`config.mk`:
```
export PLATFORM = sky130hd
export DESIGN_NAME = colour_sequencer
export DESIGN_NICKNAME = d
export VERILOG_FILES = /design/src/rtl/colour_sequencer_pkg.sv /design/src/rtl/colour_sequencer_dwell_timer.sv /design/src/rtl/colour_sequencer.sv
export SDC_FILE = /design/constraint.sdc
export NUM_CORES = 1
export LEC_CHECK = 0
export CORE_MARGIN = 10
export CORE_UTILIZATION = 54
export CTS_CLUSTER_DIAMETER = 100
export DETAILED_ROUTE_END_ITERATION = 8
export PLACE_DENSITY = 0.8
export REMOVE_ABC_BUFFERS = 1
export SYNTH_ARGS = -nofsm -noshare
export SYNTH_HDL_FRONTEND = slang
export SYNTH_SLANG_ARGS = --single-unit
```
`constraint.sdc`:
```
create_clock -name clk -period 2.6 [get_ports clk]
set_input_delay 0.65 -clock clk [delete_from_list [all_inputs] [get_ports clk]]
set_output_delay 0.65 -clock clk [all_outputs]
set_load 0.01 [all_outputs]
```
`src/rtl/colour_sequencer_pkg.sv`:
```
// Shared types and constants for the colour sequencer and its dwell timer.
// Latency: n/a (declarations only).
// Backpressure: n/a.
package colour_sequencer_pkg;

    localparam int DWELL_W_DEF = 16;

    typedef enum logic [1:0] {
        S_IDLE = 2'd0,
        S_RUN  = 2'd1,
        S_HOLD = 2'd2
    } state_t;

    typedef enum logic {
        DIR_UP   = 1'b0,
        DIR_DOWN = 1'b1
    } dir_t;

    localparam logic [2:0] C_BLACK   = 3'd0;
    localparam logic [2:0] C_BLUE    = 3'd1;
    localparam logic [2:0] C_GREEN   = 3'd2;
    localparam logic [2:0] C_CYAN    = 3'd3;
    localparam logic [2:0] C_RED     = 3'd4;
    localparam logic [2:0] C_MAGENTA = 3'd5;
    localparam logic [2:0] C_YELLOW  = 3'd6;
    localparam logic [2:0] C_WHITE   = 3'd7;

    // Result of one auto-sequence advance.
    typedef struct packed {
        logic [2:0] color;
        dir_t       dir;
        logic       wrap;
    } step_t;

    // Next colour in the auto sequence.
    // mode 0: count-up with wrap 7->0 (wrap flagged on that step).
    // mode 1: ping-pong 0..7,6..0,1..; each endpoint shown once, wrap flagged on 1->0.
    function automatic step_t next_step(input logic [2:0] color, input dir_t dir, input logic mode);
        step_t s;
        s.color = color + 3'd1;
        s.dir   = dir;
        s.wrap  = 1'b0;
        if (!mode) begin
            s.wrap = (color == C_WHITE);
        end else if (dir == DIR_UP) begin
            if (color == C_WHITE) begin
                s.color = C_YELLOW;
                s.dir   = DIR_DOWN;
            end
        end else begin
            if (color == C_BLACK) begin
                s.color = C_BLUE;
                s.dir   = DIR_UP;
            end else begin
                s.color = color - 3'd1;
                s.wrap  = (color == C_BLUE);
            end
        end
        return s;
    endfunction

endpackage

```
`src/rtl/colour_sequencer_dwell_timer.sv`:
```
// Loadable dwell down-counter; expire_o flags the last cycle of a dwell (count==1).
// Latency: load takes effect on the next edge; expire_o is a decode of the register.
// Backpressure: none; count floors at 1 and holds there while enabled.
// Ports: clk/rst_n clock and async reset, load_i reload with eff_i, en_i decrement enable,
//        expire_o asserted while the count is 1.
module colour_sequencer_dwell_timer #(
    parameter int W = 16
) (
    input  logic         clk,
    input  logic         rst_n,
    input  logic         load_i,
    input  logic         en_i,
    input  logic [W-1:0] eff_i,
    output logic         expire_o
);

    logic [W-1:0] count_q;
    logic [W-1:0] count_d;

    always_comb begin
        count_d = count_q;
        if (load_i) begin
            count_d = eff_i;
        end else if (en_i && (count_q > W'(1))) begin
            count_d = count_q - W'(1);
        end
    end

    always_ff @(posedge clk or negedge rst_n) begin
        if (!rst_n) begin
            count_q <= '0;
        end else begin
            count_q <= count_d;
        end
    end

    assign expire_o = (count_q == W'(1));

endmodule

```
`src/rtl/colour_sequencer.sv`:
```
// Drives the RGB converter colour/enable: auto sequencing with per-colour dwell plus one-off manual override.
// Latency: every output is registered; effects appear on the edge after the triggering input.
// Backpressure: req_ready low while a manual colour is held and for one cycle after stop; requests not queued.
// Ports: start/stop level controls, mode (0 wrap, 1 ping-pong), dwell hold length, req_valid/req_color/req_ready
//        override handshake, color/enable to converter, busy (not idle), wrap (one pulse per sequence cycle).
module colour_sequencer
    import colour_sequencer_pkg::*;
#(
    parameter int DWELL_W   = DWELL_W_DEF,
    parameter int DWELL_MIN = 1
) (
    input  logic               clk,
    input  logic               rst_n,
    input  logic               start,
    input  logic               stop,
    input  logic               mode,
    input  logic [DWELL_W-1:0] dwell,
    input  logic               req_valid,
    input  logic [2:0]         req_color,
    output logic               req_ready,
    output logic [2:0]         color,
    output logic               enable,
    output logic               busy,
    output logic               wrap
);

    state_t     state_q, state_d;
    logic [2:0] color_q, color_d;
    logic [2:0] saved_q, saved_d;
    dir_t       dir_q, dir_d;
    logic       enable_q, enable_d;
    logic       wrap_q, wrap_d;
    logic       req_ready_q, req_ready_d;
    logic       ret_run_q, ret_run_d;   // 1: HOLD returns to RUN, 0: to IDLE

    logic               load;
    logic               expire;
    logic               accept;
    logic [DWELL_W-1:0] eff;
    step_t              step;

    assign eff    = (dwell == '0) ? DWELL_W'(DWELL_MIN) : dwell;
    assign step   = next_step(color_q, dir_q, mode);
    // req_ready_q is only ever high outside HOLD; the state term keeps that explicit.
    assign accept = req_valid && req_ready_q && (state_q != S_HOLD);

    colour_sequencer_dwell_timer #(
        .W (DWELL_W)
    ) u_dwell_timer (
        .clk      (clk),
        .rst_n    (rst_n),
        .load_i   (load),
        .en_i     (state_q != S_IDLE),
        .eff_i    (eff),
        .expire_o (expire)
    );

    always_comb begin
        state_d   = state_q;
        color_d   = color_q;
        saved_d   = saved_q;
        dir_d     = dir_q;
        enable_d  = enable_q;
        wrap_d    = 1'b0;
        ret_run_d = ret_run_q;
        load      = 1'b0;

        if (stop) begin
            // Abandon everything; colour is left showing but the converter is disabled.
            state_d  = S_IDLE;
            enable_d = 1'b0;
            saved_d  = C_BLACK;
        end else if (accept) begin
            // If the dwell expires on the accept edge, the advance still happens
            // so the resumed sequence does not repeat the colour it just finished.
            if ((state_q == S_RUN) && expire) begin
                saved_d = step.color;
                dir_d   = step.dir;
                wrap_d  = step.wrap;
            end else begin
                saved_d = color_q;
            end
            color_d   = req_color;
            enable_d  = 1'b1;
            ret_run_d = (state_q == S_RUN);
            load      = 1'b1;
            state_d   = S_HOLD;
        end else begin
            unique case (state_q)
                S_IDLE: begin
                    enable_d = 1'b0;
                    if (start) begin
                        state_d  = S_RUN;
                        color_d  = C_BLACK;
                        dir_d    = DIR_UP;
                        enable_d = 1'b1;
                        load     = 1'b1;
                    end
                end
                S_RUN: begin
                    enable_d = 1'b1;
                    if (expire) begin
                        color_d = step.color;
                        dir_d   = step.dir;
                        wrap_d  = step.wrap;
                        load    = 1'b1;
                    end
                end
                S_HOLD: begin
                    enable_d = 1'b1;
                    if (expire) begin
                        if (ret_run_q) begin
                            state_d = S_RUN;
                            color_d = saved_q;
                            load    = 1'b1;
                        end else begin
                            // Back to idle: the requested colour stays on the bus.
                            state_d  = S_IDLE;
                            enable_d = 1'b0;
                        end
                    end
                end
                default: begin
                    state_d  = S_IDLE;
                    enable_d = 1'b0;
                end
            endcase
        end

        req_ready_d = !stop && (state_d != S_HOLD);
    end

    always_ff @(posedge clk or negedge rst_n) begin
        if (!rst_n) begin
            state_q     <= S_IDLE;
            color_q     <= C_BLACK;
            saved_q     <= C_BLACK;
            dir_q       <= DIR_UP;
            enable_q    <= 1'b0;
            wrap_q      <= 1'b0;
            req_ready_q <= 1'b0;
            ret_run_q   <= 1'b0;
        end else begin
            state_q     <= state_d;
            color_q     <= color_d;
            saved_q     <= saved_d;
            dir_q       <= dir_d;
            enable_q    <= enable_d;
            wrap_q      <= wrap_d;
            req_ready_q <= req_ready_d;
            ret_run_q   <= ret_run_d;
        end
    end

    assign req_ready = req_ready_q;
    assign color     = color_q;
    assign enable    = enable_q;
    assign wrap      = wrap_q;
    assign busy      = (state_q != S_IDLE);

endmodule

```
==> out/qor.csv, run 1 <==
metric;value;unit
synthCells;247;
routedWlPerCell;15.4;microns
ys_seq_area_share;33.7;%
drc;0;
setup_violations;0;
cts-root-buf;clkbuf_8;
status;completed;
power;2.46;mW
dp_hpwl;3970;microns
drtIter0Drc;111;
tightest_slew;419;ps
clk_path_buf_depth;2;
clock_sinks;29;
power_density;922;nW/um^2
vias_per_cell;5.75;
required;1950;ps
antenna_found_initial;0;
rr_startpoint;u_dwell_timer.count_q[13];
slew_violations;0;
syn_to_final_growth;24.1;%
fin_crit;2510;ps
skew;4.26;ps
coreArea;3740;sq um
ant_nets;0;
final_nets;323;
hp-class;flip-flop to flip-flop;
wl;5120;microns
max_freq;0.398;GHz
cp-end-kind;output port;
drive_gt1_share;14.4;%
timing.final.crit_share;96.7;%
cts_max_level;2;
rrSetupSlack;330;ps
peakVddDrop;0.594;mV
cp_max_fo;8;
dr.pass1.iters;4;
rows;22;
die-area;6910;sq um
holdWs;530;ps
vias;1916;
ctsHoldBuffers;0;
die_y;83.1;microns
ys.flop_type;dfrtp_1;
synth_edf_count;0;
post_synth_num_cell_types;55;
io_pins;32;
hold_start;saved_q[2];
grt_pass1_wl;8440;microns
cp-startpoint;state_q[0];
syn_area_per_cell;8.71;sq um
cp_data_arrival_time;1860;ps
n_antenna_cell;0;
grt-ovfl-total;0;
start_kind;flip-flop;
yosys_warnings;0;
syn-cell-area;2150;sq um
grt_pass1_vias;1868;
drv_cap;0;
grt_setup_unrepaired;false;
start_util;57.5;%
min_delay_worst_endpoint;saved_q[2];
grt_usage;14.4;%
p_leak;1.05;nW
criticalPathCategory;flip-flop to output port;
numCtsBuffers;5;
reg2reg_depth;5;
cts_tree;built;
ys_seq_elements;29;
place.gp.congestion;0.901;
die_width;83.1;microns
cts.clk_slew.worst_paths;60;ps
grt_max_degree;30;
r2r_end;color[2];
relSlewSlack;71.8;%
whs_path_depth;2;
io_buffers;31;
async_flop_share;100;%
report.final.hold_viol_count;0;
clk_latency;280;ps
[metrics by stage]
step                      std cells  setup WS (ps)  setup TNS [ps]  utilization (%)  instance area [sq um]
after floorplan                 232           -381           -2780                -                   2090
after CTS                       331           39.5               0             70.9                   2650
after global routing            333           2.21               0             71.3                   2670
after global placement          324            235               0             68.6                   2570
final                           333           85.8               0             71.3                   2670
after detailed placement        324            171               0             68.6                   2570
[synthesized netlist by cell type, types with 4 or more instances]
| master | n | share of area (%) |
|---|---|---|
| a31oi_1 | 4 | 1.2 |
| nor2_1 | 23 | 4.0 |
| inv_1 | 13 | 2.3 |
| o21ai_0 | 12 | 2.8 |
| xnor2_1 | 9 | 3.7 |
| nand3b_1 | 4 | 1.4 |
| ha_1 | 13 | 7.6 |
| a21oi_1 | 23 | 5.4 |
| nor3_1 | 12 | 2.8 |
| clkbuf_1 | 13 | 2.3 |
| xor2_1 | 4 | 1.6 |
| mux2i_1 | 7 | 3.3 |
| nand3_1 | 6 | 1.4 |
| mux2_2 | 5 | 2.6 |
| dfrtp_1 | 29 | 34 |
| nor4_1 | 11 | 3.2 |
| nand2_1 | 10 | 1.7 |
[repair_timing]
| action | 4_1_cts | 5_1_grt |
|---|---|---|
| endpoints found under the setup margin | 0 | 1 |
| resized for setup | 0 | 1 |
| buffers inserted | 0 | 2 |
[report_power, final]
part           internal (mW)  switching, mW  leakage (nW)  total, mW
sequential             0.641          0.257         0.348      0.898
clock                  0.209          0.158        0.0443      0.368
combinational          0.582          0.615         0.656       1.20
[flip-flops by register name, summed over array words and instances, names as in the netlist]
register	count
ret_run_q	1
enable	1
u_dwell_timer.count_q	16
color	3
dir_q	1
state_q	2
req_ready	1
wrap	1
saved_q	3
[layout by cell type, fill, tap and decap left out, types with 2 or more instances in the layout]
cell type,instances
a211oi_1,3
a21oi_1,23
a31oi_1,3
buf_4,15
clkbuf_8,6
clkdlybuf4s50_1,31
dfrtp_1,28
ha_1,13
inv_1,13
mux2_2,5
mux2i_1,7
nand2_1,10
nand2b_1,2
nand3_1,6
nand3b_1,4
nand4_1,2
nor2_1,23
nor3_1,12
nor4_1,11
o21ai_0,12
o22ai_1,2
or2_2,3
or3_1,3
or4_1,3
xnor2_1,9
xor2_1,4
[cell type report]
class | count | area, sq um
Clock buffer | 7 | 86.3
Fill cell | 314 | 1070
Inverter | 13 | 48.8
Multi-Input combinational cell | 190 | 1330
Sequential cell | 29 | 727
Tap cell | 48 | 60.1
Timing Repair Buffer | 46 | 423
[routing by layer]
metal | wire length [microns] | global-route usage (%) | up-vias
li1 | - | - | 977
met1 | 2430 | 17.2 | 874
met2 | 2330 | 23.2 | 59
met3 | 293 | 4.98 | 6
met4 | 62 | 5.08 | 0
met5 | 0 | 0 | -
[logic make-up after synthesis]
kind of cell	after synthesis	share of synthesized area, %
compound gates	58	17.3
xor+xnor	13	5.29
fa+ha+maj	13	7.56
buf+inv	28	4.94
flops	29	33.7
mux	12	5.88
simple gates	94	25.3
[critical path, cell delays in order (launching register included)]
cell and delay, ps:
dfrtp_2 410, inv_1 80, ha_1 250, buf_4 180
inv_1 100, clkdlybuf4s50_1 560
[worst max-delay path by stage]
stage,end,slack [ps],cells past startpoint
finish,busy,90,5
global route,busy,2,5
CTS,busy,40,5
detailed placement,color[2],170,6
global placement,color[0],240,6
floorplan,u_dwell_timer.count_q[1],-380,6
No activity file was read; power rests on OpenSTA's default activity.
==> run 2: changes to the inputs <==
--- a/config.mk
+++ b/config.mk
@@ -11,6 +11,7 @@
 export DETAILED_ROUTE_END_ITERATION = 8
 export PLACE_DENSITY = 0.8
 export REMOVE_ABC_BUFFERS = 1
+export SLEW_MARGIN = 10
 export SYNTH_ARGS = -nofsm -noshare
 export SYNTH_HDL_FRONTEND = slang
 export SYNTH_SLANG_ARGS = --single-unit
==> results of run 2 <==
Final layout, timing and power as in run 1 (identical DEF).
==> run 3: changes to the inputs <==
--- a/config.mk
+++ b/config.mk
@@ -5,11 +5,10 @@
 export SDC_FILE = /design/constraint.sdc
 export NUM_CORES = 1
 export LEC_CHECK = 0
-export CORE_MARGIN = 10
-export CORE_UTILIZATION = 54
+export CORE_UTILIZATION = 49
 export CTS_CLUSTER_DIAMETER = 100
 export DETAILED_ROUTE_END_ITERATION = 8
-export PLACE_DENSITY = 0.8
+export PLACE_DENSITY = 0.76
 export REMOVE_ABC_BUFFERS = 1
 export SLEW_MARGIN = 10
 export SYNTH_ARGS = -nofsm -noshare
==> constraint.sdc (replaced) <==
create_clock -name clk -period 2.1 [get_ports clk]
set_input_delay 0.525 -clock clk [delete_from_list [all_inputs] [get_ports clk]]
set_output_delay 0.525 -clock clk [all_outputs]
set_load 0.01 [all_outputs]
==> out/qor.csv, run 3 (synthesis results as in run 1) <==
metric;value;unit;change
cts_max_level;2;;unchanged
grt_max_degree;30;;unchanged
cp-end-kind;flip-flop;;was output port
p_leak;1.25;nW;was 1.05 nW
routedWlPerCell;16.7;microns;was 15.4 microns
report.final.hold_viol_count;0;;unchanged
tightest_slew;505;ps;was 419 ps
cp_num_buf_inv;0;;was 4
criticalPathCategory;flip-flop to flip-flop;;was flip-flop to output port
ant_nets;0;;unchanged
die-area;4660;sq um;was 6910 sq um
relSlewSlack;66.2;%;was 71.8%
antenna_found_initial;0;;unchanged
seqPwrFrac;27.7;%;was 36.5%
final_area;3120;sq um;was 2670 sq um
final_cell_mix;buf_4, clkdlybuf4s50_1, dfrtp_1;;was clkdlybuf4s50_1, dfrtp_1, nor2_1, a21oi_1, buf_4
cts_tree;built;;unchanged
placed_cells;357;;was 324
peakVddDrop;0.571;mV;was 0.594 mV
skew;6.12;ps;was 4.26 ps
syn_to_final_growth;45.2;%;was 24.1%
power_switching;1.48;mW;was 1.03 mW
route.met3.wl;315;microns;was 293 microns
regMostFlops;u_dwell_timer.count_q;;unchanged
start_kind;flip-flop;;unchanged
io_pins;32;;unchanged
path_cells;or4_4, nor4_4, o211ai_1, a221oi_4, mux2_4;;was inv_1, ha_1, buf_4, inv_1, clkdlybuf4s50_1
wl_met1;2830;microns;was 2430 microns
clock_sinks;29;;unchanged
switching_share;40.5;%;was 41.8%
setup_tns;-140;ps;was 0 ps
setup_slack;-59.5;ps;was 85.8 ps
power_density;1170;nW/um^2;was 922 nW/um^2
dp_hpwl;4130;microns;was 3970 microns
utilization;75.9;%;was 71.3%
critPathTopFamily;simple AND/OR/NAND/NOR gates;;was buffers and inverters
drc;0;;unchanged
required;2270;ps;was 1950 ps
grt_pass1_vias;1998;;was 1868
combPwrFrac;55.5;%;was 48.6%
clk_path_buf_depth;2;;unchanged
drv_cap;0;;unchanged
cts-root-buf;clkbuf_8;;unchanged
cp_slowest_cell;or4_4;;was clkdlybuf4s50_1
die_y;68.3;microns;was 83.1 microns
vias;2241;;was 1916
n_antenna_cell;0;;unchanged
io_buffers;31;;unchanged
met2_length;2930;microns;was 2330 microns
largest_reg_flops;16;;unchanged
rrSetupSlack;-60;ps;was 330 ps
wl;6150;microns;was 5120 microns
cp_data_arrival_time;2330;ps;was 1860 ps
cpPeakStageDelay;570;ps;was 560 ps
setup_violations;4;;was 0
max_freq;0.463;GHz;
final_common_cell;buf_4;;was clkdlybuf4s50_1
coreArea;4120;sq um;was 3740 sq um
final_nets;356;;was 323
final_cells;369;;was 333
cts.clk_slew.worst_paths;70;ps;was 60 ps
timing.final.crit_share;103;%;
violations;setup timing;;
grt-ovfl-total;0;;unchanged
numCtsBuffers;5;;unchanged
post_dp_cell_area;2800;sq um;was 2570 sq um
rows;23;;was 22
slew_violations;0;;unchanged
power;3.66;mW;was 2.46 mW
cp_max_fo;3;;was 8
grt_pass1_wl;9230;microns;was 8440 microns
vias_per_cell;6.07;;was 5.75
grt_usage;27.1;%;was 14.4%
hp-class;flip-flop to flip-flop;;unchanged
top_layer_used;met4;;unchanged
die_width;68.3;microns;was 83.1 microns
pwr-share-clk;16.8;%;was 14.9%
dr.pass1.iters;4;;unchanged
drive_gt1_share;30.1;%;was 14.4%
status;finished, violations left;;was completed
fin_crit;2160;ps;
clk_latency;290;ps;was 280 ps
grt_setup_unrepaired;true;;was false
p_int;2.18;mW;was 1.43 mW
drtIter0Drc;234;;was 111
place.gp.congestion;0.842;;was 0.901
start_util;52.3;%;was 57.5%
==> run 3: cell types whose count changed in the layout (fill, tap and decap cells not counted), sizes merged <==
cell and delta:
buf +33, bufinv +1, clkdlybuf4s50 -1, dlygate4sd2 +1
==> run 3: worst paths after layout <==
path / cells past startpoint / end / startpoint
setup / recovery: 5 / color[2] / u_dwell_timer.count_q[13]
hold / removal: 2 / saved_q[2] / saved_q[2]
setup reg to reg: 5 / color[2] / u_dwell_timer.count_q[13]
hold reg to reg: 2 / saved_q[2] / saved_q[2]
max in group asynchronous: 2 / u_dwell_timer.count_q[3] / rst_n
min in group asynchronous: 2 / u_dwell_timer.count_q[11] / rst_n
==> run 3: power by group through the flow <==
stage               Combinational (mW)  Clock (mW)  Sequential, mW
floorplan                        0.971           0            1.06
global placement                  1.79           0            1.00
detailed placement                1.85           0            1.01
CTS                               1.85       0.618           0.996
global route                      2.21       0.644            1.04
finish                            2.03       0.616            1.01
==> run 3: layout make-up <==
cell class	instances	area [sq um]
Multi-Input combinational cell	190	1490
Fill cell	276	992
Sequential cell	29	726
Timing Repair Buffer	79	681
Clock buffer	7	86.3
Tap cell	50	62.6
Inverter	13	48.8
Clock inverter	1	30.0
==> run 3: worst min-delay path, cell delays in order (launching register included) <==
cell and delay [ps]:
dfrtp_1 380, nand2_1 80, a21oi_2 50
==> run 3: layer usage <==
metal / vias to the layer above / global-route usage (%)
li1: 1045 / -
met1: 1109 / 37.3
met2: 78 / 42.3
met3: 9 / 4.17
met4: 0 / 10.2
met5: - / 0
==> run 3: metrics by stage <==
step	setup slack, ps	hold WS, ps
final	-59.5	547
after global routing	-125	585
after CTS	-51.7	526
after detailed placement	-167	518
after global placement	-86.3	504
after floorplan	-881	229
==> run 3: timing repair <==
item,CTS,global route
hold buffers,0,0
cloned,0,0
gates resized for setup,3,33
buffers inserted,0,4
pin swaps,0,4
endpoints found under the setup margin,5,21
